### src/rtl/acq_sched_pkg.sv
// acq_sched_pkg: scheduler state encoding and port-mode constants
package acq_sched_pkg;

    typedef enum logic [1:0] {IDLE, ARMED, RUN, FLUSH} state_t;

    localparam logic [1:0] MODE_P1   = 2'b00;
    localparam logic [1:0] MODE_P2   = 2'b01;
    localparam logic [1:0] MODE_BOTH = 2'b10;
    localparam logic [1:0] MODE_ALT  = 2'b11;

endpackage

### src/rtl/acq_out_slot.sv
// acq_out_slot: one-deep AXIS output register that flags samples it must drop
module acq_out_slot #(
    parameter int W = 32
) (
    input  logic         aclk,
    input  logic         reset,
    input  logic         push,
    input  logic [W-1:0] din,
    input  logic         tready,
    output logic [W-1:0] tdata,
    output logic         tvalid,
    output logic         drop
);

    // a full slot frees itself in the same cycle it hands off, so only a stalled slot drops
    assign drop = push && tvalid && !tready;

    always_ff @(posedge aclk) begin
        if (reset) begin
            tvalid <= 1'b0;
            tdata  <= '0;
        end else if (push && !drop) begin
            tvalid <= 1'b1;
            tdata  <= din;
        end else if (tready) begin
            tvalid <= 1'b0;
        end
    end

endmodule

### src/rtl/acq_port_scheduler.sv
// acq_port_scheduler: trigger-released ADC bursts onto two AXIS ports; ACQ_DECIM_EN adds cfg_decim decimation
module acq_port_scheduler
    import acq_sched_pkg::*;
#(
    parameter int ADC_DATA_WIDTH   = 16,
    parameter int AXIS_TDATA_WIDTH = 32,
    parameter int CNT_WIDTH        = 16,
    parameter int BURST_WIDTH      = 8
) (
    input  logic                        aclk,
    input  logic                        reset,
    input  logic [AXIS_TDATA_WIDTH-1:0] S_AXIS_tdata,
    input  logic                        S_AXIS_tvalid,
    output logic [AXIS_TDATA_WIDTH-1:0] M_AXIS_PORT1_tdata,
    output logic                        M_AXIS_PORT1_tvalid,
    input  logic                        M_AXIS_PORT1_tready,
    output logic [AXIS_TDATA_WIDTH-1:0] M_AXIS_PORT2_tdata,
    output logic                        M_AXIS_PORT2_tvalid,
    input  logic                        M_AXIS_PORT2_tready,
    input  logic                        cfg_start,
    input  logic                        cfg_stop,
    input  logic [1:0]                  cfg_mode,
    input  logic [CNT_WIDTH-1:0]        cfg_len,
    input  logic [BURST_WIDTH-1:0]      cfg_bursts,
`ifdef ACQ_DECIM_EN
    input  logic [7:0]                  cfg_decim,
`endif
    input  logic                        trig,
    output logic                        sts_busy,
    output logic                        sts_done,
    output logic                        sts_port,
    output logic [15:0]                 sts_drop_cnt
);

    state_t                      state;
    logic                        trig_q, trig_re, sample, fwd, last, push1, push2, drop1, drop2;
    logic [1:0]                  mode;
    logic [CNT_WIDTH-1:0]        len, cnt;
    logic [BURST_WIDTH-1:0]      bursts, bcnt;
    logic [16:0]                 drop_sum;
    logic [AXIS_TDATA_WIDTH-1:0] sx;
    logic                        unused_hi;

    assign unused_hi = ^S_AXIS_tdata[AXIS_TDATA_WIDTH-1:ADC_DATA_WIDTH];
    assign sx = {{(AXIS_TDATA_WIDTH-ADC_DATA_WIDTH){S_AXIS_tdata[ADC_DATA_WIDTH-1]}},
                 S_AXIS_tdata[ADC_DATA_WIDTH-1:0]};
    assign trig_re = trig && !trig_q;

`ifdef ACQ_DECIM_EN
    logic [7:0] decim, dph;
    assign sample = state == RUN && S_AXIS_tvalid && dph == decim;
`else
    assign sample = state == RUN && S_AXIS_tvalid;
`endif

    // a zero-length burst still passes through RUN for one cycle but forwards nothing
    assign fwd   = sample && len != '0;
    assign last  = len == '0 || (sample && cnt == len - CNT_WIDTH'(1));
    assign push1 = fwd && (mode == MODE_P1 || mode == MODE_BOTH || (mode == MODE_ALT && !sts_port));
    assign push2 = fwd && (mode == MODE_P2 || mode == MODE_BOTH || (mode == MODE_ALT && sts_port));
    assign drop_sum = {1'b0, sts_drop_cnt} + 17'(drop1) + 17'(drop2);
    assign sts_busy = state != IDLE;

    acq_out_slot #(.W(AXIS_TDATA_WIDTH)) u_slot1 (
        .aclk(aclk), .reset(reset), .push(push1), .din(sx), .tready(M_AXIS_PORT1_tready),
        .tdata(M_AXIS_PORT1_tdata), .tvalid(M_AXIS_PORT1_tvalid), .drop(drop1)
    );

    acq_out_slot #(.W(AXIS_TDATA_WIDTH)) u_slot2 (
        .aclk(aclk), .reset(reset), .push(push2), .din(sx), .tready(M_AXIS_PORT2_tready),
        .tdata(M_AXIS_PORT2_tdata), .tvalid(M_AXIS_PORT2_tvalid), .drop(drop2)
    );

    always_ff @(posedge aclk) begin
        if (reset) begin
            state        <= IDLE;
            trig_q       <= 1'b0;
            mode         <= '0;
            len          <= '0;
            bursts       <= '0;
            cnt          <= '0;
            bcnt         <= '0;
            sts_port     <= 1'b0;
            sts_done     <= 1'b0;
            sts_drop_cnt <= '0;
`ifdef ACQ_DECIM_EN
            decim        <= '0;
            dph          <= '0;
`endif
        end else begin
            trig_q       <= trig;
            sts_done     <= 1'b0;
            sts_drop_cnt <= drop_sum[16] ? 16'hFFFF : drop_sum[15:0];
            case (state)
                IDLE: if (cfg_start) begin
                    state        <= ARMED;
                    mode         <= cfg_mode;
                    len          <= cfg_len;
                    bursts       <= cfg_bursts;
                    cnt          <= '0;
                    bcnt         <= '0;
                    sts_port     <= 1'b0;
                    sts_drop_cnt <= '0;
`ifdef ACQ_DECIM_EN
                    decim        <= cfg_decim;
`endif
                end
                ARMED: begin
`ifdef ACQ_DECIM_EN
                    dph <= '0;
`endif
                    if (cfg_stop) state <= FLUSH;
                    else if (trig_re) begin
                        state <= RUN;
                        cnt   <= '0;
                    end
                end
                RUN: begin
`ifdef ACQ_DECIM_EN
                    if (S_AXIS_tvalid) dph <= (dph == decim) ? 8'd0 : dph + 8'd1;
`endif
                    if (sample) cnt <= cnt + CNT_WIDTH'(1);
                    if (cfg_stop) state <= FLUSH;
                    else if (last) begin
                        cnt <= '0;
                        // bursts == 0 means continuous: the burst counter is never consulted
                        if (bursts != '0) bcnt <= bcnt + BURST_WIDTH'(1);
                        if (bursts != '0 && bcnt == bursts - BURST_WIDTH'(1)) state <= FLUSH;
                        else begin
                            state <= ARMED;
                            if (mode == MODE_ALT) sts_port <= !sts_port;
                        end
                    end
                end
                FLUSH: if (!M_AXIS_PORT1_tvalid && !M_AXIS_PORT2_tvalid) begin
                    state    <= IDLE;
                    sts_done <= 1'b1;
                end
            endcase
        end
    end

endmodule
### config.mk
export PLATFORM = sky130hd
export DESIGN_NAME = acq_port_scheduler
export DESIGN_NICKNAME = d
export VERILOG_FILES = /design/src/rtl/acq_sched_pkg.sv /design/src/rtl/acq_out_slot.sv /design/src/rtl/acq_port_scheduler.sv
export SDC_FILE = /design/constraint.sdc
export NUM_CORES = 1
export LEC_CHECK = 0
export ABC_AREA = 1
export BUFFER_PORTS_ARGS = -buffer_cell sky130_fd_sc_hd__buf_2
export CAP_MARGIN = 20
export CORE_MARGIN = 2
export CORE_UTILIZATION = 35
export CTS_CLUSTER_SIZE = 40
export DETAILED_ROUTE_END_ITERATION = 10
export GPL_TIMING_DRIVEN = 0
export HOLD_SLACK_MARGIN = 0.1
export PLACE_DENSITY_LB_ADDON = 0.12
export RECOVER_POWER = 50
export SLEW_MARGIN = 10
export SYNTH_ARGS = -nofsm -noshare
export SYNTH_HDL_FRONTEND = slang
export SYNTH_SLANG_ARGS = --single-unit
### constraint.sdc
create_clock -name aclk -period 3.1 [get_ports aclk]
set_input_delay 0.31 -clock aclk [delete_from_list [all_inputs] [get_ports aclk]]
set_output_delay 0.31 -clock aclk [all_outputs]
set_load 0.005 [all_outputs]
==> key figures <==
Global route
  – Initial antenna violation count: 0
  – Vias in the first global route: 5279
  – Largest net degree at the start of global routing: 19
  – Wire length of the first global-routing pass: 26500 µm
  – Grt ovf: 0
  – GRT Resource Usage Total: 18.7%

CTS
  – CTS Buf Count: 9
  – Clk slew on worst S/H paths: 0.08 ns
  – CTS Hold Buffers Added: 0
  – Worst skew pair latency: 0.36 ns
  – H-tree Lvls: 3
  – CTS tree: built
  – Longest Clk Path Bufs: 2
  – CTS sink cnt: 105
  – CTS Root Cell: clkbuf_16

Cells and area
  – Layout area overhead: 24.0%
  – Final instance area: 7160 µm²
  – Share of cells above drive strength 1: 23.2%
  – Nets: 1077
  – Antenna Cells: 0

Routing
  – Vias: 5594
  – Wire length per cell: 13.3 µm
  – Detail Route Antenna Nets: 0
  – Via density: 4.58
  – DRC: 0
  – Starting DRC count in detailed routing: 259
  – Final WL: 16200 µm
  – DR pass1 iterations: 4

STA
  – Worst slew pin tran: 0.713 ns
  – Final Cycle Share: 92.9%
  – Worst setup margin: 0.219 ns
  – Fin. Hold Viols: 0
  – Skew final: 0.0113 ns
  – Max-slew violation count: 0
  – RSZ-0062 raised after global routing: yes
  – Slew margin rel.: 52.2%
  – Setup violations, final: 0
  – Min cycle time layout: 2.88 ns
  – Fmax: 347 MHz

Critical path
  – WP data required: 3.41 ns
  – Critical path type: flip-flop to flip-flop
  – R2R Setup Slk: 0.22 ns
  – Worst EP arrival: 3.19 ns
  – Critical-path maximum fanout: 6
  – Worst setup EP type: flip-flop
  – CP Launch Type: flip-flop

Synthesis
  – Top post-synthesis cells by area: dfxtp_1 (36%), nand2_1 (10%), nor2_1 (7.4%)
  – Synth Flop Type: dfxtp_1
  – Synthesized area per cell: 6.83 µm²
  – Synth top cells by count: nand2_1 (156), nor2_1 (114), dfxtp_1 (105)
  – Most frequent cell after synthesis: nand2_1
  – Post-synth top area cell: dfxtp_1
  – Post-synth EDFFs: 0
  – Mapped Cells: 845
  – Ys Warns: 0
  – Synthesized area: 5770 µm²
  – Net Count, Synth: 922
  – Yosys top cell area share: 36.4%
  – Ys async rst share: 0%
  – Synth cell types: 38
  – Sequential area share after synthesis: 36.4%
  – Flop and latch count out of synthesis: 105

Place
  – Port Buf Inserts: 133
  – Dpl ws: -0.617 ns
  – Half-perimeter wire length after placement: 12400 µm
  – Gpl congestion: 0.817
  – Post-Place Cell Area: 6750 µm²

Floorplanning
  – Die X-Extent: 132 µm
  – Initial Utilization: 36.1%
  – Core footprint: 16000 µm²
  – Site row count: 46
  – Die ar.: 17500 µm²
  – IO Count: 151
  – Die height: 132 µm

Pwr
  – Sw frac: 37.3%
  – VDD IR max: 306 µV
  – Tot Pwr: 4.04 mW
  – Comb pwr share: 33.3%
  – Reg power frac: 39.7%
  – Lkg Pwr: 3.45 nW
  – Clock Power Share: 27.0%
  – P_sw: 1.51 mW
  – Internal power: 2.54 mW
  – PwrDens: 565 nW/µm²

Status
  – Status: finished clean

Job
  – Number of max-cap violations: 0

Worst hold path
  – Hold Crit Class: input pin to flip-flop
## power groups by stage
stage / Clock [mW] / Combinational (mW) / Sequential [mW]
6_report: 1.09 / 1.35 / 1.60
3_5_place_dp: 0 / 1.33 / 1.63
4_1_cts: 1.13 / 1.35 / 1.60
3_3_place_gp: 0 / 1.33 / 1.63
2_1_floorplan: 0 / 0.965 / 1.60
5_1_grt: 1.18 / 1.56 / 1.62
## path summary, 6_finish.rpt
kind,start,end,depth (start not counted)
hold / removal,trig,trig_q$_SDFF_PP0_,3
hold reg to reg,u_slot1.tvalid$_SDFFE_PP0P_,sts_done$_SDFF_PP0_,1
setup reg to reg,len[0]$_SDFFE_PP0P_,sts_drop_cnt[13]$_SDFF_PP0_,21
setup / recovery,len[0]$_SDFFE_PP0P_,sts_drop_cnt[13]$_SDFF_PP0_,21
## logic make-up after synthesis
logic type      count (synthesis)  synth area share (%)
simple gates                  397                  30.5
buf+inv                       170                  13.7
xor+xnor                       41                  6.22
flops                         105                  36.4
fa+ha+maj                      11                  2.51
compound gates                121                  10.7
## registers in the layout, indices dropped and copies added (netlist names)
register and cells:
u_slot2.tdata 16, len 16, bcnt 8, cnt 16, bursts 8, u_slot1.tdata 16
trig_q 1, mode 2, state 2, sts_drop_cnt 16, sts_port 1, sts_done 1
u_slot1.tvalid 1, u_slot2.tvalid 1
## worst max-delay path: stages, from the launching register on
cell	delay, ns
dfxtp_2	0.34
inv_2	0.06
ha_1	0.18
inv_1	0.06
nor3_1	0.05
nand2_1	0.11
nand2_2	0.08
nor2_4	0.19
nand2_2	0.08
fa_2	0.36
inv_2	0.07
ha_4	0.14
nand3_4	0.08
nor3_4	0.19
nand2_1	0.09
nor2_2	0.12
inv_2	0.07
nor2_4	0.15
nand3_4	0.13
inv_4	0.12
o21ai_1	0.08
inv_1	0.07
## stage by stage
| stage | instances | hold slack (ns) | TNS, ns | utilization [%] |
|---|---|---|---|---|
| 6_report | 1221 | 0.170 | 0 | 44.7 |
| 5_1_grt | 1221 | 0.180 | -0.0288 | 44.7 |
| 4_1_cts | 1218 | 0.162 | 0 | 44.6 |
| 3_5_place_dp | 1194 | 0.438 | -8.24 | 42.2 |
| 3_3_place_gp | 1194 | 0.433 | -8.03 | 42.2 |
| 2_1_floorplan | 845 | 0.435 | 0 | - |
## cell usage in the layout, fill, tap and decap left out, types with 3 or more instances in the layout
master / count
nand2_1: 151
buf_2: 111
nor2_1: 110
dfxtp_1: 96
inv_1: 94
a21oi_1: 59
nand3_1: 52
o21ai_0: 43
clkbuf_1: 43
buf_4: 43
xor2_1: 28
nor3_1: 24
nand4_1: 23
inv_2: 16
xnor2_1: 13
o21ai_1: 13
ha_1: 9
clkbuf_16: 9
dfxtp_2: 9
nand2_2: 7
nor2_2: 7
nor2_4: 5
nand3_4: 4
nor4_1: 3
nand3_2: 3
## per-layer routing
layer | up-vias | global-route usage (%) | wire length [µm]
met2 | 82 | 32.6 | 8060
met3 | 4 | 4.67 | 657
met5 | - | 0 | 0
met4 | 0 | 2.87 | 83
met1 | 2520 | 23.7 | 7380
li1 | 2988 | - | -
## cell type report
class | instances | area, µm²
Sequential cell | 105 | 2110
Timing Repair Buffer | 144 | 722
Fill cell | 1772 | 8840
Tap cell | 216 | 270
Multi-Input combinational cell | 571 | 2990
Buffer | 57 | 365
Clock buffer | 10 | 229
Clock inverter | 6 | 43.8
Inverter | 112 | 423
## timing repair
action | in CTS | in global routing
gates resized for setup | 18 | 19
pin swaps | 4 | 7
endpoints found under the hold margin | 0 | 0
setup endpoints to repair | 16 | 16
setup buffers | 7 | 4
cloned | 1 | 0
(Power assumes the default switching activity.)
